### config.mk
export PLATFORM = sky130hd
export DESIGN_NAME = gt_reset_sequencer
export DESIGN_NICKNAME = d
export VERILOG_FILES = /design/src/rtl/gt_reset_sequencer.sv
export SDC_FILE = /design/constraint.sdc
export NUM_CORES = 1
export LEC_CHECK = 0
export BUFFER_PORTS_ARGS = -buffer_cell sky130_fd_sc_hd__clkbuf_2
export CAP_MARGIN = 30
export CORE_MARGIN = 3
export CORE_UTILIZATION = 65
export DETAILED_ROUTE_END_ITERATION = 16
export GPL_ROUTABILITY_DRIVEN = 1
export PLACE_DENSITY = 0.91
export SYNTH_ARGS = -nofsm -noshare
export SYNTH_HDL_FRONTEND = slang
export SYNTH_SLANG_ARGS = --single-unit
### constraint.sdc
create_clock -name s_axi_clk -period 4.5 [get_ports s_axi_clk]
set_clock_uncertainty 0.1 [all_clocks]
set_input_delay 0.45 -clock s_axi_clk [delete_from_list [all_inputs] [get_ports s_axi_clk]]
set_output_delay 0.45 -clock s_axi_clk [all_outputs]
set_load 0.05 [all_outputs]
### src/rtl/gt_reset_sequencer.sv
// GT/DCMAC link bring-up and recovery sequencer: full GT reset, per-port RX datapath resets, retry escalation.
// Optional GT_RESET_STATS_EN adds per-port saturating link-drop counters on output link_drops.
module gt_reset_sequencer #(
    parameter int NUM_PORTS     = 2,
    parameter int RESET_CYCLES  = 64,
    parameter int DONE_TIMEOUT  = 2000000,
    parameter int ALIGN_TIMEOUT = 4000000,
    parameter int MAX_RETRIES   = 4
) (
    input  logic                   s_axi_clk,
    input  logic                   reset,
    input  logic                   gtpowergood,
    input  logic [NUM_PORTS-1:0]   gt_rx_reset_done,
    input  logic [NUM_PORTS-1:0]   rx_aligned,
    input  logic                   sw_reset_all,
    output logic                   user_gt_reset_all,
    output logic [NUM_PORTS-1:0]   user_gt_reset_rx_datapath,
    output logic [NUM_PORTS-1:0]   link_up,
    output logic [3*NUM_PORTS-1:0] retry_count,
    output logic [7:0]             escalations
`ifdef GT_RESET_STATS_EN
    ,
    output logic [16*NUM_PORTS-1:0] link_drops
`endif
);

    localparam logic [31:0] RESET_LAST  = 32'(RESET_CYCLES - 1);
    localparam logic [31:0] DONE_LAST   = 32'(DONE_TIMEOUT - 1);
    localparam logic [31:0] ALIGN_LAST  = 32'(ALIGN_TIMEOUT - 1);
    localparam logic [31:0] RETRY_LIMIT = 32'(MAX_RETRIES);

    typedef enum logic [1:0] {
        G_POWER,
        G_RESET_ALL,
        G_RUN
    } g_state_t;

    typedef enum logic [1:0] {
        P_WAIT_DONE,
        P_WAIT_ALIGN,
        P_UP,
        P_DP_RESET
    } p_state_t;

    g_state_t             g_state_reg, g_state_next;
    logic [31:0]          g_timer_reg, g_timer_next;
    logic                 reset_all_reg, reset_all_next;
    logic [7:0]           escalations_reg, escalations_next;
    logic [NUM_PORTS-1:0] esc_req;
    logic                 ports_active;

    // Global FSM: powergood loss outranks everything and is not counted as an escalation.
    always_comb begin
        g_state_next     = g_state_reg;
        g_timer_next     = '0;
        escalations_next = escalations_reg;
        if (!gtpowergood) begin
            g_state_next = G_POWER;
        end else begin
            case (g_state_reg)
                G_POWER: begin
                    g_state_next = G_RESET_ALL;
                end
                G_RESET_ALL: begin
                    if (g_timer_reg == RESET_LAST) begin
                        g_state_next = G_RUN;
                    end else begin
                        g_timer_next = g_timer_reg + 32'd1;
                    end
                end
                G_RUN: begin
                    if ((|esc_req) || sw_reset_all) begin
                        g_state_next = G_RESET_ALL;
                        if (escalations_reg != 8'hFF) begin
                            escalations_next = escalations_reg + 8'd1;
                        end
                    end
                end
                default: begin
                    g_state_next = G_POWER;
                end
            endcase
        end
        reset_all_next = (g_state_next != G_RUN);
    end

    always_ff @(posedge s_axi_clk) begin
        if (reset) begin
            g_state_reg     <= G_POWER;
            g_timer_reg     <= '0;
            reset_all_reg   <= 1'b1;
            escalations_reg <= '0;
        end else begin
            g_state_reg     <= g_state_next;
            g_timer_reg     <= g_timer_next;
            reset_all_reg   <= reset_all_next;
            escalations_reg <= escalations_next;
        end
    end

    // Ports only advance when the global FSM stays in G_RUN, so a reset_all entry wins over any port move.
    assign ports_active      = (g_state_reg == G_RUN) && (g_state_next == G_RUN);
    assign user_gt_reset_all = reset_all_reg;
    assign escalations       = escalations_reg;

    for (genvar gi = 0; gi < NUM_PORTS; gi++) begin : g_port
        p_state_t    state_reg, state_next, state_raw;
        logic [31:0] timer_reg, timer_next;
        logic [2:0]  retry_reg, retry_next;
        logic        dp_reg, dp_next;
        logic        link_reg, link_next;
        logic        fail;
        logic        done_in, aligned_in;

        assign done_in    = gt_rx_reset_done[gi];
        assign aligned_in = rx_aligned[gi];

        // Free-running decision, independent of the global FSM, so the escalation path has no loop.
        always_comb begin
            state_raw = state_reg;
            fail      = 1'b0;
            case (state_reg)
                P_WAIT_DONE: begin
                    if (done_in) begin
                        state_raw = P_WAIT_ALIGN;
                    end else if (timer_reg == DONE_LAST) begin
                        fail = 1'b1;
                    end
                end
                P_WAIT_ALIGN: begin
                    if (aligned_in) begin
                        state_raw = P_UP;
                    end else if (!done_in) begin
                        state_raw = P_WAIT_DONE;
                    end else if (timer_reg == ALIGN_LAST) begin
                        fail = 1'b1;
                    end
                end
                P_UP: begin
                    if (!aligned_in || !done_in) begin
                        fail = 1'b1;
                    end
                end
                P_DP_RESET: begin
                    if (timer_reg == RESET_LAST) begin
                        state_raw = P_WAIT_DONE;
                    end
                end
                default: begin
                    state_raw = P_WAIT_DONE;
                end
            endcase
            if (fail) begin
                state_raw = P_DP_RESET;
            end
        end

        // A failure with the retry budget exhausted asks for reset_all instead of another datapath pulse.
        assign esc_req[gi] = fail && (g_state_reg == G_RUN) && (32'(retry_reg) == RETRY_LIMIT);

        always_comb begin
            state_next = P_WAIT_DONE;
            timer_next = '0;
            retry_next = '0;
            if (ports_active) begin
                state_next = state_raw;
                retry_next = retry_reg;
                if (state_next == state_reg) begin
                    timer_next = (timer_reg == 32'hFFFF_FFFF) ? timer_reg : timer_reg + 32'd1;
                end
                if (state_next == P_UP) begin
                    retry_next = '0;
                end else if ((state_next == P_DP_RESET) && (state_reg != P_DP_RESET)
                             && (retry_reg != 3'd7)) begin
                    retry_next = retry_reg + 3'd1;
                end
            end
            dp_next   = (state_next == P_DP_RESET);
            link_next = (state_next == P_UP);
        end

        always_ff @(posedge s_axi_clk) begin
            if (reset) begin
                state_reg <= P_WAIT_DONE;
                timer_reg <= '0;
                retry_reg <= '0;
                dp_reg    <= 1'b0;
                link_reg  <= 1'b0;
            end else begin
                state_reg <= state_next;
                timer_reg <= timer_next;
                retry_reg <= retry_next;
                dp_reg    <= dp_next;
                link_reg  <= link_next;
            end
        end

        assign user_gt_reset_rx_datapath[gi] = dp_reg;
        assign link_up[gi]                   = link_reg;
        assign retry_count[3*gi +: 3]        = retry_reg;

`ifdef GT_RESET_STATS_EN
        logic [15:0] drops_reg;

        // Survives reset_all; only the module reset clears it.
        always_ff @(posedge s_axi_clk) begin
            if (reset) begin
                drops_reg <= '0;
            end else if ((state_reg == P_UP) && (state_next == P_DP_RESET)
                         && (drops_reg != 16'hFFFF)) begin
                drops_reg <= drops_reg + 16'd1;
            end
        end

        assign link_drops[16*gi +: 16] = drops_reg;
`endif
    end

endmodule

## Word level (Yosys, flattened, before mapping)

Index checks and enable logic that the tools add are counted.

- Add/subtract/negate cells: 6
- Mux-type cells: 32
- Reductions and logical operators: 26
- Equal/unequal tests: 36
- Bitwise operators: 5

Operators with widths:

| kind | number |
|---|---|
| 32-bit by 1-bit adder with 32-bit output, second input constant | 3 |
| 32-bit by 6-bit equality test with 1-bit output, second input constant | 3 |
| 32-bit by 21-bit equality test with 1-bit output, second input constant | 2 |
| 32-bit by 22-bit equality test with 1-bit output, second input constant | 2 |
| 32-bit equality test, second input constant | 2 |
| 2-bit 2-to-1 mux | 15 |
| 2-bit equality test, second input constant | 14 |
| 2-bit case mux with 3 select lines | 3 |
| 1-bit 2-to-1 mux | 12 |
| 3-bit OR reduction | 4 |
| 1-bit logical AND | 9 |
| 8-bit by 1-bit adder with 8-bit output, second input constant | 1 |
| 8-bit inequality test, second input constant | 1 |
| 3-bit by 1-bit adder with 3-bit output, second input constant | 2 |
| 2-bit by 1-bit equality test with 1-bit output, second input constant | 3 |
| 3-bit equality test, second input constant | 2 |
| 2-bit zero test | 3 |
| 2-bit inequality test, second input constant | 3 |
| 3-bit inequality test, second input constant | 2 |
| 1-bit case mux with 3 select lines | 2 |
| 1-bit NOT | 5 |
| 2-bit equality test | 2 |
| 1-bit zero test | 4 |
| 4-bit AND reduction | 1 |
| other kinds (3) | 5 |

- Logic and storage cells: 119
- Output and inout port bits: 19
- Bits of input ports: 8
- Register bits: 121

## Depth between registers and ports, before layout

- Depth in word-level cells: 16
- Gate-level depth with buffers: 9
- Depth with buffers taken out: 8

## Worst setup path before layout

Ideal clock, no wire load.

- Path type: input-to-reg
- Start point: in gt_rx_reset_done[1]
- End point: reg escalations_reg[6] (netlist: escalations[6])
- Required time: 4,277 ps
- Buffers on the path: 1
- Arrival time: 2,439 ps
- Stages: 7
- Setup time: 123 ps
- Setup slack: 1,837 ps
- Cells stage by stage: or3_1 > or3_1 > o22a_1 > or4_1 > buf_2 > a211oi_2 > mux2_1

- Longest elaborated chain between the ends: 9
- Elaborated cells between the ends (all ways): 12
- Those cells by class: mux (5); reduce/logical (7)

RTL lines:

| what | line | RTL |
|---|---|---|
| from (decl) | 13 | `input logic [NUM_PORTS-1:0] gt_rx_reset_done,` |
| 1-bit zero test | 140 | `if (!aligned_in \|\| !done_in) begin` |
| 1-bit logical OR | 140 |  |
| 1-bit 2-to-1 mux | 140 |  |
| 1-bit case mux with 3 select lines (*) | 122 | `case (state_reg)` |
| 1-bit logical AND (*) (2 in series) | 159 | `assign esc_req[gi] = fail && (g_state_reg == G_RUN) && (32'(retry_reg) == RETRY_LIMIT);` |
| 2-bit OR reduction (*) | 72 | `if ((\|esc_req) \|\| sw_reset_all) begin` |
| 1-bit logical OR (*) | 72 |  |
| 4-bit AND reduction (no source line) (*) | - |  |
| to (signal assigned) | 97 | `escalations_reg <= escalations_next;` |
| to (decl) | 48 | `logic [7:0] escalations_reg, escalations_next;` |

Every way passes the cells marked *; elsewhere a longest branch is shown, timed or not.
A chain may end at the register's enable or synchronous reset.

## Worst setup path in the final report

- Start point: reg g_port[1].timer_reg[3]
- End point: reg escalations_reg[6] (netlist: escalations[6])

- Longest elaborated chain between the ends: 10
- Elaborated cells between the ends (all ways): 13
- Those cells by class: eq/ne (2); mux (6); reduce/logical (5)

RTL lines:

| what | line | RTL |
|---|---|---|
| from (decl) | 108 | `logic [31:0] timer_reg, timer_next;` |
| from (signal assigned) | 191 | `timer_reg <= timer_next;` |
| 32-bit by 22-bit equality test with 1-bit output | 135 | `end else if (timer_reg == ALIGN_LAST) begin` |
| 1-bit 2-to-1 mux | 135 |  |
| 1-bit 2-to-1 mux | 133 | `end else if (!done_in) begin` |
| 1-bit 2-to-1 mux | 131 | `if (aligned_in) begin` |
| 1-bit case mux with 3 select lines (*) | 122 |  |
| 1-bit logical AND (*) (2 in series) | 159 |  |
| 2-bit OR reduction (*) | 72 |  |
| 1-bit logical OR (*) | 72 |  |
| 4-bit AND reduction (no source line) (*) | - |  |

Marked as above.

==> results by group <==
Synthesis
  – Number of library cell types mapped by synthesis: 52
  – Syn nets: 766
  – Post-synthesis compound-gate area fraction: 0.0641
  – Leading area contributor after synthesis: dfxtp_1
  – Top cell type's share of synthesized area: 0.391
  – Mapped Avg Cell Area: 8.28 µm²
  – Gate Count Post-Synth: 748
  – Post-Synth XOR/XNOR Area: 0.122
  – Post-synthesis mux area share: 0.0160
  – Largest family of logic cells by synthesized area: simple AND/OR/NAND/NOR gates
  – Area contributors post-synth: dfxtp_1, xnor2_1, xor2_1
  – Mapped Area: 6190 µm²
  – YS warnings: 0
  – Most used DFF post-synth: dfxtp_1
  – #FFs+latches synth: 121
  – Post-synth ARST share: 0
  – Simple-gate area share of the yosys netlist: 0.351
  – Adder-cell share of the synthesized area: 0.0202
  – Post-synth EDFFs: 0
  – Sequential-to-total area share from yosys stat: 0.391

Floorplanning
  – Core Box Area: 8980 µm²
  – Starting density of the core: 0.690
  – Row cnt: 34
  – Full die area: 10,700 µm²
  – Die X: 104 µm
  – Die H: 104 µm
  – Number of I/O pins: 27

CTS
  – H-tree Lvls: 4
  – Clock tree sinks: 121
  – Worst-skew pair later-pin latency: 530 ps
  – Clock Path Buffers: 2
  – CTS Hold Bufs: 0
  – Clock root buffer: clkbuf_8
  – Post-CTS Repair Setup Buffers: 0
  – TritonCTS clock tree: done
  – CTS clk-pin slew, worst paths: 60 ps
  – CTS resizes: 0
  – CTS Buf Count: 17

Route
  – Antenna Violating Nets Remaining: 0
  – DR pass1 iterations: 5
  – Iter 0 DRT Violations: 520
  – Vias per cell: 6.39
  – WL final: 14,900 µm
  – WL/cell: 16.6 µm
  – DRC viols: 0
  – Via count: 5,753

Cells and area
  – Area delta synth->final: 12.0%
  – Max reg flops: 64
  – Final non-filler cell total: 900
  – Most common cell after layout, fill and taps aside: dfxtp_1
  – Most frequent cells in the layout: dfxtp_1, nor2_1, nor3_1
  – Layout cells sized above 1: 0.0930
  – Util after Layout: 0.773
  – N_diodes: 0
  – Nets: 779

Global routing
  – Overall routing resource usage: 0.282
  – First-pass GRT wire length: 25,600 µm
  – GRT overflow: 0
  – Largest net degree at the start of global routing: 43
  – Vias in the first global route: 5,539
  – Initial antenna violation count: 0

Placement
  – PortBufs: 26
  – DPL Wire Length: 9640 µm
  – # placed instances: 868
  – Gpl congestion: 0.877

Timing
  – Fin crit period: 2900 ps
  – Final Hold Vio Count: 0
  – Achievable Freq: 344 MHz
  – Setup violations, final: 0
  – Max-slew violations: 0
  – Relative slew slack: 0.464
  – Worst-Margin Slew: 796 ps
  – RSZ-0062 raised after global routing: false
  – Final Cycle Share: 0.645
  – Fin Setup TNS: 0 ps

Worst setup path
  – Cell Chain, Critical Path: nand3_1 -> or4_1 -> o22a_1 -> or4_1 -> a211oi_2 -> mux2_1
  – CP Max Fanout: 7
  – Startpoint type of the worst setup path: register
  – Top cell by count, worst path: or4_1
  – CP Capture Type: register
  – CP top delay family: simple AND/OR/NAND/NOR gates
  – Worst EP arrival: 3210 ps
  – Crit Path Class: reg -> reg
  – Worst Path Buf+Inv: 0
  – Critical Path Max Stage Delay: 660 ps
  – Crit-path slowest cell: or4_1
  – Critical Path RT: 4810 ps

Pwr
  – Pwr Density: 351 nW/µm²
  – VDD IR max: 0.296 mV
  – Leak Pwr: 2.25 nW

Worst hold path
  – Worst hold path type: in -> reg

Outcome
  – Run status: finished, final reports clean

Flow run
  – Max Cap Viol: 0
-- synthesized netlist by cell type, types with 2 or more instances --
cell	count
dfxtp_1	121
nor2_1	93
nor3_1	64
nand3_1	53
xnor2_1	46
nand2_1	41
xor2_1	40
nand4_1	38
nor4_1	29
clkbuf_1	25
a21oi_1	21
and3_1	21
and4_1	17
inv_1	14
o21ai_0	13
nor2b_1	12
ha_1	10
and2_1	9
or3_1	9
buf_2	7
nor3b_1	5
a211oi_1	4
buf_4	4
mux2_1	4
nand2b_1	4
nand4b_1	4
a31oi_1	3
mux2_2	3
or4_1	3
a21boi_0	2
a21o_1	2
mux2i_1	2
nand3b_1	2
nor4b_1	2
o211ai_1	2
o21a_1	2
o2bb2ai_1	2
-- cells by family after synthesis --
kind of cell               Yosys count
muxes                                9
and+or+nand+nor                    410
AOI/OAI and AO/OA                   61
buffers and inverters               51
DFF                                121
adders and majority gates           10
xor gates and xnor gates            86
-- area by class of cell --
cell class	instances	area (µm²)
fillers	589	2040
inverters	14	52.6
clock inverters	13	144
clock buffers	19	432
flip-flops and latches	121	2420
well taps	126	158
multi-input cells	576	3560
repair buffers	31	168
-- where the power goes --
group          internal [mW]  switching [mW]  total, mW
Combinational        0.00777          0.0189     0.0266
Clock                  0.807           0.526       1.33
Sequential              1.07        0.000661       1.07
-- per-stage QoR --
step                setup slack (ps)  hold WS [ps]  area, µm²  power [mW]
finish                          1600           164       6940        2.43
global route                    1360           169       6940        2.49
CTS                             1660           137       6940        2.43
detailed placement              1570           367       6360        1.12
global placement                1610           342       6360        1.12
floorplan                       1840           330       6190        1.11
-- worst min-delay path, stage by stage --
cell	delay, ps
clkbuf_2	150
nand2_1	80
a21oi_1	60
-- per-layer routing --
metal | GRT usage | wire, µm | vias up
li1 | - | - | 2707
met1 | 0.352 | 6360 | 2747
met2 | 0.474 | 7240 | 260
met3 | 0.0647 | 985 | 39
met4 | 0.114 | 325 | 0
met5 | 0 | 0 | -
-- worst paths after layout --
path	from	endpoint	slack [ps]	depth (start not counted)
worst max-delay path	g_port[1].timer_reg[3]	escalations[6]	1600	6
worst min-delay path	gt_rx_reset_done[0]	g_port[0].state_reg[0]	160	3
worst max register to register	g_port[1].timer_reg[3]	escalations[6]	1600	6
worst min register to register	g_timer_reg[0]	g_timer_reg[0]	370	1
(Power assumes the default switching activity.)
